$ cat src/rtl/quiz_pkg.sv
// Shared constants for the quiz round controller: FSM state encodings,
// score width and the answer-choice width helper.
package quiz_pkg;

    localparam int SCORE_W = 4;

    typedef logic [1:0] state_t;
    localparam state_t ST_ASK     = 2'd0;
    localparam state_t ST_RELEASE = 2'd1;
    localparam state_t ST_DONE    = 2'd2;

    // Choices are encoded 1..n with 0 reserved for "no valid question".
    function automatic int choice_w(input int n);
        return $clog2(n + 1);
    endfunction

endpackage

$ cat src/rtl/btn_sync_edge.sv
// Two-flop synchroniser plus falling-edge detector for active-low buttons.
// All flops reset to ones (released), so no edge is reported out of reset.
module btn_sync_edge #(
    parameter int W = 8
) (
    input  logic         clk,
    input  logic         rst,
    input  logic [W-1:0] din,
    output logic [W-1:0] sync,
    output logic [W-1:0] fall
);

    logic [W-1:0] s1, s2, prev;

    always_ff @(posedge clk) begin
        if (rst) begin
            s1   <= '1;
            s2   <= '1;
            prev <= '1;
        end else begin
            s1   <= din;
            s2   <= s1;
            prev <= s2;
        end
    end

    assign sync = s2;
    assign fall = prev & ~s2;

endmodule

$ cat src/rtl/quiz_round_ctrl.sv
// Quiz round controller: arbitrates first valid answer, scores, locks out
// wrong answerers and declares a winner. Optional answer timer: QUIZ_TIMEOUT_EN.
module quiz_round_ctrl
    import quiz_pkg::*;
#(
    parameter int NUM_PLAYERS    = 2,
    parameter int NUM_CHOICES    = 4,
    parameter int NUM_QUESTIONS  = 10,
    parameter int WIN_SCORE      = 5,
    parameter int TIMEOUT_CYCLES = 1000,
    localparam int CW = choice_w(NUM_CHOICES),
    localparam int QW = (NUM_QUESTIONS > 1) ? $clog2(NUM_QUESTIONS) : 1,
    localparam int PW = (NUM_PLAYERS > 1) ? $clog2(NUM_PLAYERS) : 1,
    localparam int NB = NUM_PLAYERS * NUM_CHOICES
) (
    input  logic                           clk,
    input  logic                           rst,
    input  logic [NB-1:0]                  btn_n,
    input  logic [CW-1:0]                  ans_choice,
    output logic [QW-1:0]                  q_index,
    output logic [NUM_PLAYERS*SCORE_W-1:0] score,
    output logic [NUM_PLAYERS-1:0]         lockout,
    output logic                           winner_valid,
    output logic [PW-1:0]                  winner_id,
    output logic                           beep
);

    state_t                                     state;
    logic [QW-1:0]                              q_q;
    logic [NUM_PLAYERS-1:0][SCORE_W-1:0]        score_q;
    logic [NUM_PLAYERS-1:0]                     lock_q, lock_next;
    logic [PW-1:0]                              win_id_q;
    logic                                       beep_q;

    logic [NB-1:0]                              btn_sync, btn_fall;
    logic [NUM_PLAYERS-1:0][NUM_CHOICES-1:0]    pad_fall;

    logic                                       any_valid, correct, wrong, timed_out;
    logic [PW-1:0]                              sel_p;
    logic [CW-1:0]                              sel_choice;
    logic [SCORE_W-1:0]                         cur_score, new_score;

    btn_sync_edge #(.W(NB)) u_sync (
        .clk  (clk),
        .rst  (rst),
        .din  (btn_n),
        .sync (btn_sync),
        .fall (btn_fall)
    );

    assign pad_fall = btn_fall;

    // Scan high to low so the lowest-index valid pad is the last writer.
    always_comb begin
        any_valid  = 1'b0;
        sel_p      = '0;
        sel_choice = '0;
        for (int p = NUM_PLAYERS - 1; p >= 0; p--) begin
            if (!lock_q[p] && $onehot(pad_fall[p])) begin
                any_valid = 1'b1;
                sel_p     = PW'(p);
                for (int c = 0; c < NUM_CHOICES; c++)
                    if (pad_fall[p][c]) sel_choice = CW'(c + 1);
            end
        end
    end

    assign correct   = any_valid && (ans_choice != '0) && (sel_choice == ans_choice);
    assign wrong     = any_valid && (ans_choice != '0) && (sel_choice != ans_choice);
    assign cur_score = score_q[sel_p];
    assign new_score = (cur_score == '1) ? cur_score : cur_score + SCORE_W'(1);
    assign lock_next = lock_q | (wrong ? (NUM_PLAYERS'(1) << sel_p) : '0);

`ifdef QUIZ_TIMEOUT_EN
    localparam int TW = $clog2(TIMEOUT_CYCLES + 1);
    logic [TW-1:0] timer_q;

    // Held at zero outside ASK, so every ASK visit starts from zero.
    always_ff @(posedge clk) begin
        if (rst || state != ST_ASK) timer_q <= '0;
        else                        timer_q <= timer_q + TW'(1);
    end

    assign timed_out = (timer_q == TW'(TIMEOUT_CYCLES - 1));
`else
    logic unused_timeout;
    assign unused_timeout = (TIMEOUT_CYCLES == 0);
    assign timed_out      = 1'b0;
`endif

    always_ff @(posedge clk) begin
        if (rst) begin
            state    <= ST_ASK;
            q_q      <= '0;
            score_q  <= '0;
            lock_q   <= '0;
            win_id_q <= '0;
            beep_q   <= 1'b0;
        end else begin
            beep_q <= 1'b0;
            case (state)
                ST_ASK: begin
                    if (correct) begin
                        score_q[sel_p] <= new_score;
                        beep_q         <= 1'b1;
                        if (new_score == SCORE_W'(WIN_SCORE)) begin
                            state    <= ST_DONE;
                            win_id_q <= sel_p;
                        end else begin
                            state <= ST_RELEASE;
                        end
                    end else begin
                        lock_q <= lock_next;
                        if (&lock_next || timed_out) state <= ST_RELEASE;
                    end
                end
                ST_RELEASE: begin
                    if (&btn_sync) begin
                        q_q    <= (q_q == QW'(NUM_QUESTIONS - 1)) ? '0 : q_q + QW'(1);
                        lock_q <= '0;
                        state  <= ST_ASK;
                    end
                end
                ST_DONE:  beep_q <= 1'b1;
                default:  state  <= ST_ASK;
            endcase
        end
    end

    assign q_index      = q_q;
    assign score        = score_q;
    assign lockout      = lock_q;
    assign winner_valid = (state == ST_DONE);
    assign winner_id    = win_id_q;
    assign beep         = beep_q;

endmodule
$ cat config.mk
export PLATFORM = sky130hd
export DESIGN_NAME = quiz_round_ctrl
export DESIGN_NICKNAME = d
export VERILOG_FILES = /design/src/rtl/quiz_pkg.sv /design/src/rtl/btn_sync_edge.sv /design/src/rtl/quiz_round_ctrl.sv
export SDC_FILE = /design/constraint.sdc
export NUM_CORES = 1
export LEC_CHECK = 0
export ABC_CLOCK_PERIOD_IN_PS = 6200
export BUFFER_PORTS_ARGS = -buffer_cell sky130_fd_sc_hd__buf_2
export CORE_ASPECT_RATIO = 0.7
export CORE_MARGIN = 5
export CORE_UTILIZATION = 50
export DETAILED_ROUTE_END_ITERATION = 6
export HOLD_SLACK_MARGIN = 0.02
export PLACE_DENSITY = 0.77
export SLEW_MARGIN = 20
export SYNTH_ARGS = -nofsm -noshare
export SYNTH_HDL_FRONTEND = slang
export SYNTH_HIERARCHICAL = 1
export SYNTH_SLANG_ARGS = --single-unit
$ cat constraint.sdc
create_clock -name clk -period 6.2 [get_ports clk]
set_clock_uncertainty 0.05 [all_clocks]
set_input_delay 0.62 -clock clk [delete_from_list [all_inputs] [get_ports clk]]
set_output_delay 0.62 -clock clk [all_outputs]
set_load 0.005 [all_outputs]
# Word-level counts from Yosys, hierarchy flattened
# Index checks and enable logic that the tools add are counted.
totals:
  reg_bits: 42
  latch_bits: 0
  ram_bits: 0
  rom_bits: 0
  output_inout_bits: 17
  wordCells: 85
  memories: 0
classes:
  n_addsub: 8
  n_mul: 0
  n_div: 0
  order_cmp: 2
  eq_ne: 12
  shift: 1
  muxes: 30
  bitwise_logic: 4
  n_reduce_logical: 18
op_table:
  columns: ["op", "n"]
  rows:
  - ["$mux W3", 9]
  - ["$mux W4", 5]
  - ["$mux W2", 6]
  - ["$reduce_and A3 Y1", 3]
  - ["$reduce_and A9 Y1", 1]
  - ["$add A1 B1 Y2", 4]
  - ["$add A4 B1 Y4 const B", 2]
  - ["$and A8 B8 Y8", 1]
  - ["$bwmux W8", 1]
  - ["$eq A4 B4 Y1 const B", 2]
  - ["$not A8 Y8", 1]
  - ["$reduce_and A8 Y1", 1]
  - ["$add A2 B2 Y3", 2]
  - ["$eq A3 B1 Y1 const B", 2]
  - ["$logic_and A1 B1 Y1", 6]
  - ["$pmux W2 S3", 1]
  - ["$mux W1", 5]
  - ["$demux W4 S1", 1]
  - ["$eq A4 B3 Y1 const B", 1]
  - ["$ne A2 B2 Y1 const B", 2]
  - ["$pmux W2 S2", 1]
  - ["$reduce_and A2 Y1", 2]
  - ["$eq A3 B3 Y1", 1]
  - ["$ne A3 B3 Y1", 1]
  - ["other kinds (13)", 14]

# Depth between registers and ports, before layout
# Gate-level depths: netlist of the first run.
depth:
  depth_word: 20
  ltp_mapped: 17
  depth_no_buf: 16

# Cells and area by module
# Netlist of the first run, hierarchy kept.
modules_own_cells:
  columns: ["module", "instances", "cells_per_inst", "area_each_um2", "seq_area_each_um2"]
  rows:
  - ["quiz_round_ctrl", 1, 166, 1385.1, 360.3]
  - ["btn_sync_edge", 1, 58, 703.2, 480.5]

# Least setup slack after synthesis of the first run
# Ideal clock, no wire load.
synth_timing:
  path_kind: "register -> register"
  startpoint: "register u_sync.s2[0] (netlist: u_sync/sync[0])"
  endpoint: "register win_id_q (netlist: winner_id)"
  t_arrival_ns: 3.805
  required_time_ns: 6.079
  slack_ns: 2.275
  stages_incl_launch_ff: 17
  period_less_slack_ns: 3.925
  cell_sequence: "dfxtp_1 > nor2b_1 > inv_1 > fa_1 > inv_1 > ha_1 > ha_1 > or4b_1 > buf_2 > nand2_2 > mux2_2 > ha_1 > inv_1 > mux4_2 > nand4_1 > or4_1 > a21oi_1"
synth_between:
  elab_chain_cells: 13
synth_lines:
  columns: ["item", "line", "rtl"]
  rows:
  - ["from (decl)", "btn_sync_edge.sv:13", "logic [W-1:0] s1, s2, prev;"]
  - ["from (signal assigned)", "btn_sync_edge.sv:18", "s2 <= '1;"]
  - ["from (signal assigned)", "btn_sync_edge.sv:22", "s2 <= s1;"]
  - ["$not A8 Y8 (*)", "btn_sync_edge.sv:28", "assign fall = prev & ~s2;"]
  - ["$and A8 B8 Y8 (*)", "btn_sync_edge.sv:28", null]
  - ["via btn_fall[0]", "quiz_round_ctrl.sv:35", "logic [NB-1:0] btn_sync, btn_fall;"]
  - ["$add A1 B1 Y2 (implied by the code)", "quiz_round_ctrl.sv:59", "if (!lock_q[p] && $onehot(pad_fall[p])) begin"]
  - ["$add A2 B2 Y3 (implied by the code)", "quiz_round_ctrl.sv:59", null]
  - ["$eq A3 B1 Y1", "quiz_round_ctrl.sv:59", null]
  - ["$logic_and A1 B1 Y1", "quiz_round_ctrl.sv:59", null]
  - ["$mux W1", "quiz_round_ctrl.sv:59", null]
  - ["$mux W4 (implied by the code) (2 in series)", "quiz_round_ctrl.sv:70", "assign cur_score = score_q[sel_p];"]
  - ["$add A4 B1 Y4 or $eq A4 B4 Y1 (tied branches)", "quiz_round_ctrl.sv:71", "assign new_score = (cur_score == '1) ? cur_score : cur_score + SCORE_W'(1);"]
  - ["$mux W4", "quiz_round_ctrl.sv:71", null]
  - ["$eq A4 B3 Y1", "quiz_round_ctrl.sv:106", "if (new_score == SCORE_W'(WIN_SCORE)) begin"]
  - ["$reduce_and A3 Y1 (no source line)", null, null]
  - ["to (signal assigned)", "quiz_round_ctrl.sv:108", "win_id_q <= sel_p;"]
  - ["to (decl)", "quiz_round_ctrl.sv:32", "logic [PW-1:0] win_id_q;"]
# The timed path passes the listed nets; every way through them passes the cells marked *. The select of a mux whose other input is x is not followed.
# A chain may end at the register's enable or synchronous reset.

# Final worst setup path of the first run
# Same ends and word-level chain as after synthesis.

==> results.yml, run 1 <==
status:
  outcome: "complete, no violations"
synth:
  yosys.area_share.simple_pct: 29.3
  yosysSeqAreaShare_pct: 40.3
  synth_edf_count: 0
  ys_seq_elements: 42
  yosys_warnings: 6
  syn_inst: 224
  ys_async_sr_fraction_pct: 0
  synth_top_family_by_area: "simple AND/OR/NAND/NOR gates"
  synth_compound_area_share_pct: 11.9
  ys.flop_type: "dfxtp_1"
  synth_nets: 246
  syn-cell-area_sq_um: 2090
  synth_xor_xnor_area_share_pct: 2.10
  syn_avg_cell_area_sq_um: 9.32
  ys_types: 53
  yosys.area_share.adder_pct: 6.11
  synth_mux_area_share_pct: 6.17
timing:
  holdWs_ps: 349
  fin_crit_sh_pct: 70.1
  rsz0062_at_grt: "false"
  slew_viol_final: 0
  period_needed_ps: 4350
  slew_headroom_pct: 45.0
  setup_violations: 0
  fmax_mhz: 230
  hold_violations: 0
  finalSetupTns_ps: 0
  worstMarginPinSlew_ps: 814
setup_path:
  critical_path_class: "reg -> reg"
  crit_arrival_ps: 4520
  start_kind: "flip-flop"
  rr_worst_depth: 16
  end_kind: "flip-flop"
  required_ps: 6370
  critPathMaxFanout: 10
pwr:
  cellPowerDensity_nw_per_um2: 234
  peakVddDrop_mv: 0.171
  leakagePower_nw: 0.998
global_routing:
  antenna_found_initial: 0
  grtUsageTotal_pct: 15.8
  grt_max_degree: 48
  grt_pass1_vias: 1524
  grt_first_pass_wirelength_um: 7020
  grt.overflow.total: 0
final_layout:
  final_nets: 277
  fillCellCount: 387
  diodes: 0
  synthToLayoutAreaGrowth_pct: 12.7
  ff_latch_area_sq_um: 841
  multiInputGateArea_sq_um: 1160
  drive_gt1_share_pct: 18.8
floorplanning:
  initial_core_util_pct: 52.6
  ios: 30
  die_w_um: 87.2
  die_h_um: 64.1
  rows: 19
  coreArea_sq_um: 3970
  die_area_sq_um: 5590
clock_network:
  postCtsHoldBufs: 0
  cts.htree.levels: 2
  post-cts-setup-buffers: 0
  cts_buffer_depth: 2
  cts_made_buffers: 5
  path_clk_slew_ps: 90
  cts_tree: "yes"
  cts-root-buf: "clkbuf_8"
  cts.sinks: 42
  cts_resized: 0
  clkLatencyLatePin_ps: 290
placed_design:
  port_buffers: 29
  gp_congestion: 0.832
  dp_hpwl_um: 3080
route:
  drc: 0
  ant_nets: 0
  dr_total_vias: 1641
  drt_iter0_drc: 162
  wl_um: 4100
  viasPerCell: 5.33
  dr.pass1.iters: 4
  post_drt_wl_per_cell_um: 13.3
flow_run:
  drv_cap: 0
min_path:
  holdPathStages: 1
  hp-class: "reg -> reg"
==> placed cells by master, fill, tap and decap left out, types with 2 or more instances in the layout <==
| master | instances |
|---|---|
| dfxtp_1 | 42 |
| fa_1 | 2 |
| o31ai_1 | 3 |
| xor2_1 | 2 |
| nand3_2 | 2 |
| mux2i_1 | 5 |
| and3_1 | 3 |
| or2_1 | 24 |
| inv_1 | 14 |
| nor3_1 | 5 |
| nor2_1 | 16 |
| clkbuf_8 | 5 |
| a31oi_1 | 2 |
| ha_1 | 7 |
| nand4_1 | 3 |
| or4_1 | 3 |
| nor2b_1 | 15 |
| o21ai_0 | 6 |
| nand2_1 | 6 |
| xnor2_1 | 3 |
| buf_2 | 29 |
| a21o_1 | 2 |
| o21a_1 | 4 |
| or3_1 | 3 |
| nand3_1 | 6 |
| mux2_1 | 4 |
| nand2b_1 | 4 |
| a21oi_1 | 9 |
==> state kept, by name (all words and copies together) (netlist names) <==
name,count
winner_id,1
q_index,4
beep,1
u_sync/s1,8
lockout,2
u_sync/sync,8
state,2
score,8
u_sync/prev,8
==> synth_stat cells, types with 2 or more instances <==
cell      instances  area (sq um)
nand2b_1          4          25.0
inv_1            14          52.6
or3_1             3          18.8
ha_1              7          87.6
mux2_1            4          45.0
nor3_1            5          25.0
a21o_1            2          15.0
clkbuf_1          2          7.51
nand3_1           6          30.0
xor2_1            2          17.5
o21ai_0           6          30.0
or2_1            24           150
or4_1             3          22.5
nor2_1           16          60.1
xnor2_1           3          26.3
o31ai_1           3          22.5
nand4_1           3          18.8
buf_6             2          22.5
a31oi_1           2          12.5
nor2b_1          15          93.8
o21a_1            4          30.0
nand2_1           6          22.5
nand3_2           2          20.0
and3_1            3          18.8
dfxtp_1          42           841
fa_1              2          40.0
a21oi_1           9          45.0
mux2i_1           5          50.1
==> path summary, 6_finish.rpt <==
kind	start	endpoint	slack (ps)
worst max-delay path	u_sync/sync[0]	winner_id	1850
worst min-delay path	u_sync/s1[1]	u_sync/sync[1]	350
worst max register to register	u_sync/sync[0]	winner_id	1850
worst min register to register	u_sync/s1[1]	u_sync/sync[1]	350
==> cells by family after synthesis <==
group	after synthesis
compound gates	37
buf+inv	19
xor+xnor	5
mux	11
fa+ha+maj	9
simple gates	101
flops	42
==> through the flow <==
| step | instances | total power [W] | area [sq um] | setup slack (ps) | utilization, % |
|---|---|---|---|---|---|
| 2_1_floorplan | 224 | 0.000358 | 2090 | 2270 | - |
| 3_3_place_gp | 300 | 0.000378 | 2260 | 2050 | 57.0 |
| 3_5_place_dp | 300 | 0.000379 | 2260 | 1900 | 57.0 |
| 4_1_cts | 308 | 0.000553 | 2350 | 1860 | 59.3 |
| 5_1_grt | 308 | 0.000582 | 2350 | 1540 | 59.3 |
| 6_report | 308 | 0.000551 | 2350 | 1850 | 59.3 |
==> worst max-delay path, stage by stage, from the launching register on <==
cell and delay, ps:
dfxtp_1 330, nor2b_1 210, inv_1 100, fa_1 540
inv_1 40, ha_1 170, ha_1 280, or4b_1 690
nand2_2 210, mux2i_1 340, inv_1 90, ha_1 220
inv_1 110, mux4_2 200, nand4_1 110, or4_1 430
a21oi_1 150
==> layer usage <==
metal  GRT usage [%]  vias up  share of wire [%]
met5               0        -                  0
met4            4.41        0               0.46
met3            5.52        2                8.8
met2            22.5       57                 41
met1            22.5      740                 50
li1                -      842                  -
==> layout make-up <==
type | count | share of cell area (%)
clock inverters | 3 | 0.904
clock buffers | 5 | 2.92
flip-flops and latches | 42 | 35.7
inverters | 14 | 2.23
multi-input cells | 163 | 49.3
repair buffers | 29 | 6.17
well taps | 52 | 2.76
==> report_power, final <==
| group | switching [W] | internal (W) | leakage, nW |
|---|---|---|---|
| sequential | 0.00000893 | 0.000281 | 0.344 |
| combinational | 0.0000490 | 0.0000353 | 0.610 |
| clock | 0.0000978 | 0.0000792 | 0.0441 |
Power figures use the tool's default switching activity.
==> run 2: changes to the inputs <==
--- a/config.mk
+++ b/config.mk
@@ -5,14 +5,15 @@
 export SDC_FILE = /design/constraint.sdc
 export NUM_CORES = 1
 export LEC_CHECK = 0
-export ABC_CLOCK_PERIOD_IN_PS = 6200
+export ABC_AREA = 1
+export ABC_CLOCK_PERIOD_IN_PS = 4000
 export BUFFER_PORTS_ARGS = -buffer_cell sky130_fd_sc_hd__buf_2
 export CORE_ASPECT_RATIO = 0.7
 export CORE_MARGIN = 5
 export CORE_UTILIZATION = 50
 export DETAILED_ROUTE_END_ITERATION = 6
 export HOLD_SLACK_MARGIN = 0.02
-export PLACE_DENSITY = 0.77
+export PLACE_DENSITY = 0.8
 export SLEW_MARGIN = 20
 export SYNTH_ARGS = -nofsm -noshare
 export SYNTH_HDL_FRONTEND = slang
==> constraint.sdc (replaced) <==
create_clock -name clk -period 4 [get_ports clk]
set_clock_uncertainty 0.05 [all_clocks]
set_input_delay 0.4 -clock clk [delete_from_list [all_inputs] [get_ports clk]]
set_output_delay 0.4 -clock clk [all_outputs]
set_load 0.005 [all_outputs]
==> run 2 against run 1 <==
Effect of this change: sequential cell count is the same; sequential share of layout area shrank 1.8 points; utilization shrank 0.96 points; routed wire length grew 1.2%; worst setup slack lost 1400 ps; register-to-register slack lost 1400 ps; first-iteration DRC count shrank 1.9%; highest routed layer unchanged; count of clock-buffer cells in the layout is the same; cell count grew 25%; clock power grew 120%; global-route usage grew 0.40 points; power grew 110%.
==> results.yml, run 2 <==
setup_path:
  critPathMaxFanout: 8
  cp_cell_sequence: "nor2_1 > inv_1 > fa_1 > inv_1 > ha_1 > ha_1 > nor2_1 > nand2_2 > nor2_8 > nand2_1 > o21ai_2 > ha_1 > nand3_1 > o21ai_0 > nor2_1 > nand2_2 > o21a_1 > nand2_1 > a21oi_2"
  max_stage_delay_ps: 540
  endpoint: "state[0]"
  reg2reg_slack_ps: 410
  crit_slowest_cell: "fa_1"
  rr_worst_depth: 19
  critical_path_class: "reg -> reg"
  crit_arrival_ps: 3770
  required_ps: 4180
  crit_start: "u_sync/sync[4]"
  end_kind: "flip-flop"
  reg2reg_to: "state[0]"
  start_kind: "flip-flop"
  rr_startpoint: "u_sync/sync[4]"
timing:
  finalSetupTns_ps: 0
  hold_violations: 0
  period_needed_ps: 3590
  fin_crit_sh_pct: 89.8
  slew_viol_final: 0
  setup_violations: 0
  fin_ws_ps: 409
  fmax_mhz: 279
  rsz0062_at_grt: "false"
  worstMarginPinSlew_ps: 377
  slew_headroom_pct: 74.9
synth:
  synth_nets: 317
  syn_inst: 295
  synth_most_common_cell: "inv_1"
  yosys_warnings: 6
  syn_avg_cell_area_sq_um: 7.31
  ys_types: 32
  synth_top_area_cell: "dfxtp_1"
  syn-cell-area_sq_um: 2160
  synth_edf_count: 0
  synth_common_cells: "70 x inv_1, 67 x nand2_1, 42 x dfxtp_1"
  yosysTopAreaCellShare_pct: 39.0
  ys_top_cells_by_area: "dfxtp_1 39%, inv_1 12%, nand2_1 12%"
  yosysSeqAreaShare_pct: 39.0
  ys_async_sr_fraction_pct: 0
  ys_seq_elements: 42
  ys.flop_type: "dfxtp_1"
pwr:
  cellPowerDensity_nw_per_um2: 467
  leakagePower_nw: 1.35
  power.share.sequential_pct: 41.0
  peakVddDrop_mv: 0.260
  finalPower_w: 0.00116
  sw_frac_of_total_pct: 31.1
  p_switching_w: 0.000361
  clkPwrFrac_pct: 34.4
  p_int_w: 0.000798
  power_frac_comb_pct: 24.6
route:
  dr_total_vias: 1773
  drc: 0
  wl_um: 4150
  post_drt_wl_per_cell_um: 10.8
  drt_iter0_drc: 159
  viasPerCell: 4.62
  ant_nets: 0
  dr.pass1.iters: 4
placed_design:
  dp_hpwl_um: 3240
  gp_congestion: 0.887
  pre_cts_slack_ps: 462
  port_buffers: 29
  dp.cells: 376
global_routing:
  grt_pass1_vias: 1686
  grtUsageTotal_pct: 16.2
  grt_max_degree: 25
  antenna_found_initial: 0
  grt.overflow.total: 0
  grt_first_pass_wirelength_um: 7270
clock_network:
  cts_buffer_depth: 2
  clkLatencyLatePin_ps: 290
  cts_tree: "yes"
  cts_resized: 0
  cts_made_buffers: 5
  post-cts-setup-buffers: 0
  path_clk_slew_ps: 80
  postCtsHoldBufs: 0
  cts.sinks: 42
  cts-root-buf: "clkbuf_8"
  cts.htree.levels: 2
floorplanning:
  rows: 20
  initial_core_util_pct: 50.7
  ios: 30
  die_area_sq_um: 5750
  die_w_um: 88.5
  die_h_um: 64.9
  coreArea_sq_um: 4250
final_layout:
  synthToLayoutAreaGrowth_pct: 15.1
  diodes: 0
  final_cell_mix: "70 x inv_1, 67 x nand2_1, 42 x dfxtp_1, 29 x buf_2, 26 x nor2_1"
  fillCellCount: 395
  drive_gt1_share_pct: 21.6
  layout.cells.non_filler: 384
  post-route-util_pct: 58.3
  layout_commonest_cell: "inv_1"
  final_nets: 350
flow_run:
  drv_cap: 0
min_path:
  hp-class: "in -> reg"
  hp-start: "btn_n[1]"
  holdPathStages: 3
status:
  outcome: "complete, no violations"
## run 2: cell count changes in the layout (fill, tap and decap cells not counted), sizes merged, moves of 4 or more
cell    previous run  this run
nand2              7        80
nand2b             4         0
inv               14        74
nor2              16        36
mux2i              5         0
mux2               5         0
o21ai              8        14
nor2b             15         0
or2               24         1
## run 2: logic make-up after synthesis
family / share of synthesized area [%]
simple gates: 31.5
buf+inv: 14.1
flops: 39.0
compound gates: 8.65
fa+ha+maj: 5.92
xor+xnor: 0.813
## run 2: critical path, delay by kind of cell (launching register included)
family                     cells  cell delay (ps)
adders and majority gates      4             1240
and+or+nand+nor                9             1110
AOI/OAI and AO/OA              4              650
DFF                            1              340
buffers and inverters          2              120
## run 2: cell type report
type / count / area (sq um) / area share [%]
Clock inverter: 3 / 68.8 / 2.77
Sequential cell: 42 / 841 / 33.9
Tap cell: 55 / 68.8 / 2.77
Multi-Input combinational cell: 176 / 1010 / 40.7
Timing Repair Buffer: 29 / 145 / 5.85
Inverter: 74 / 278 / 11.2
Clock buffer: 5 / 68.8 / 2.77
## run 2: worst min path at each step
stage,slack [ps],to
6_report,230,u_sync/s1[1]
5_1_grt,230,u_sync/s1[3]
4_1_cts,220,u_sync/s1[6]
3_5_place_dp,350,u_sync/sync[2]
3_3_place_gp,340,u_sync/sync[1]
2_1_floorplan,340,u_sync/sync[1]
## run 2: routing by layer
layer | up-vias | part of all wire, % | track usage (%)
li1 | 943 | - | -
met1 | 785 | 51 | 22.9
met2 | 41 | 43 | 23.6
met3 | 4 | 4.6 | 4.57
met4 | 0 | 0.82 | 5.09
met5 | - | 0 | 0
## run 2: through the flow
stage | instance area, sq um | hold WS (ps)
final | 2480 | 227
after global routing | 2480 | 232
after CTS | 2480 | 222
after detailed placement | 2340 | 349
after global placement | 2340 | 339
after floorplan | 2160 | 337
## run 2: power by group through the flow
stage,Sequential [W],Clock (W),Combinational [W]
global placement,0.000484,0,0.000275
finish,0.000476,0.000398,0.000285
global route,0.000479,0.000427,0.000320
floorplan,0.000479,0,0.000221
CTS,0.000475,0.000405,0.000283
detailed placement,0.000484,0,0.000282
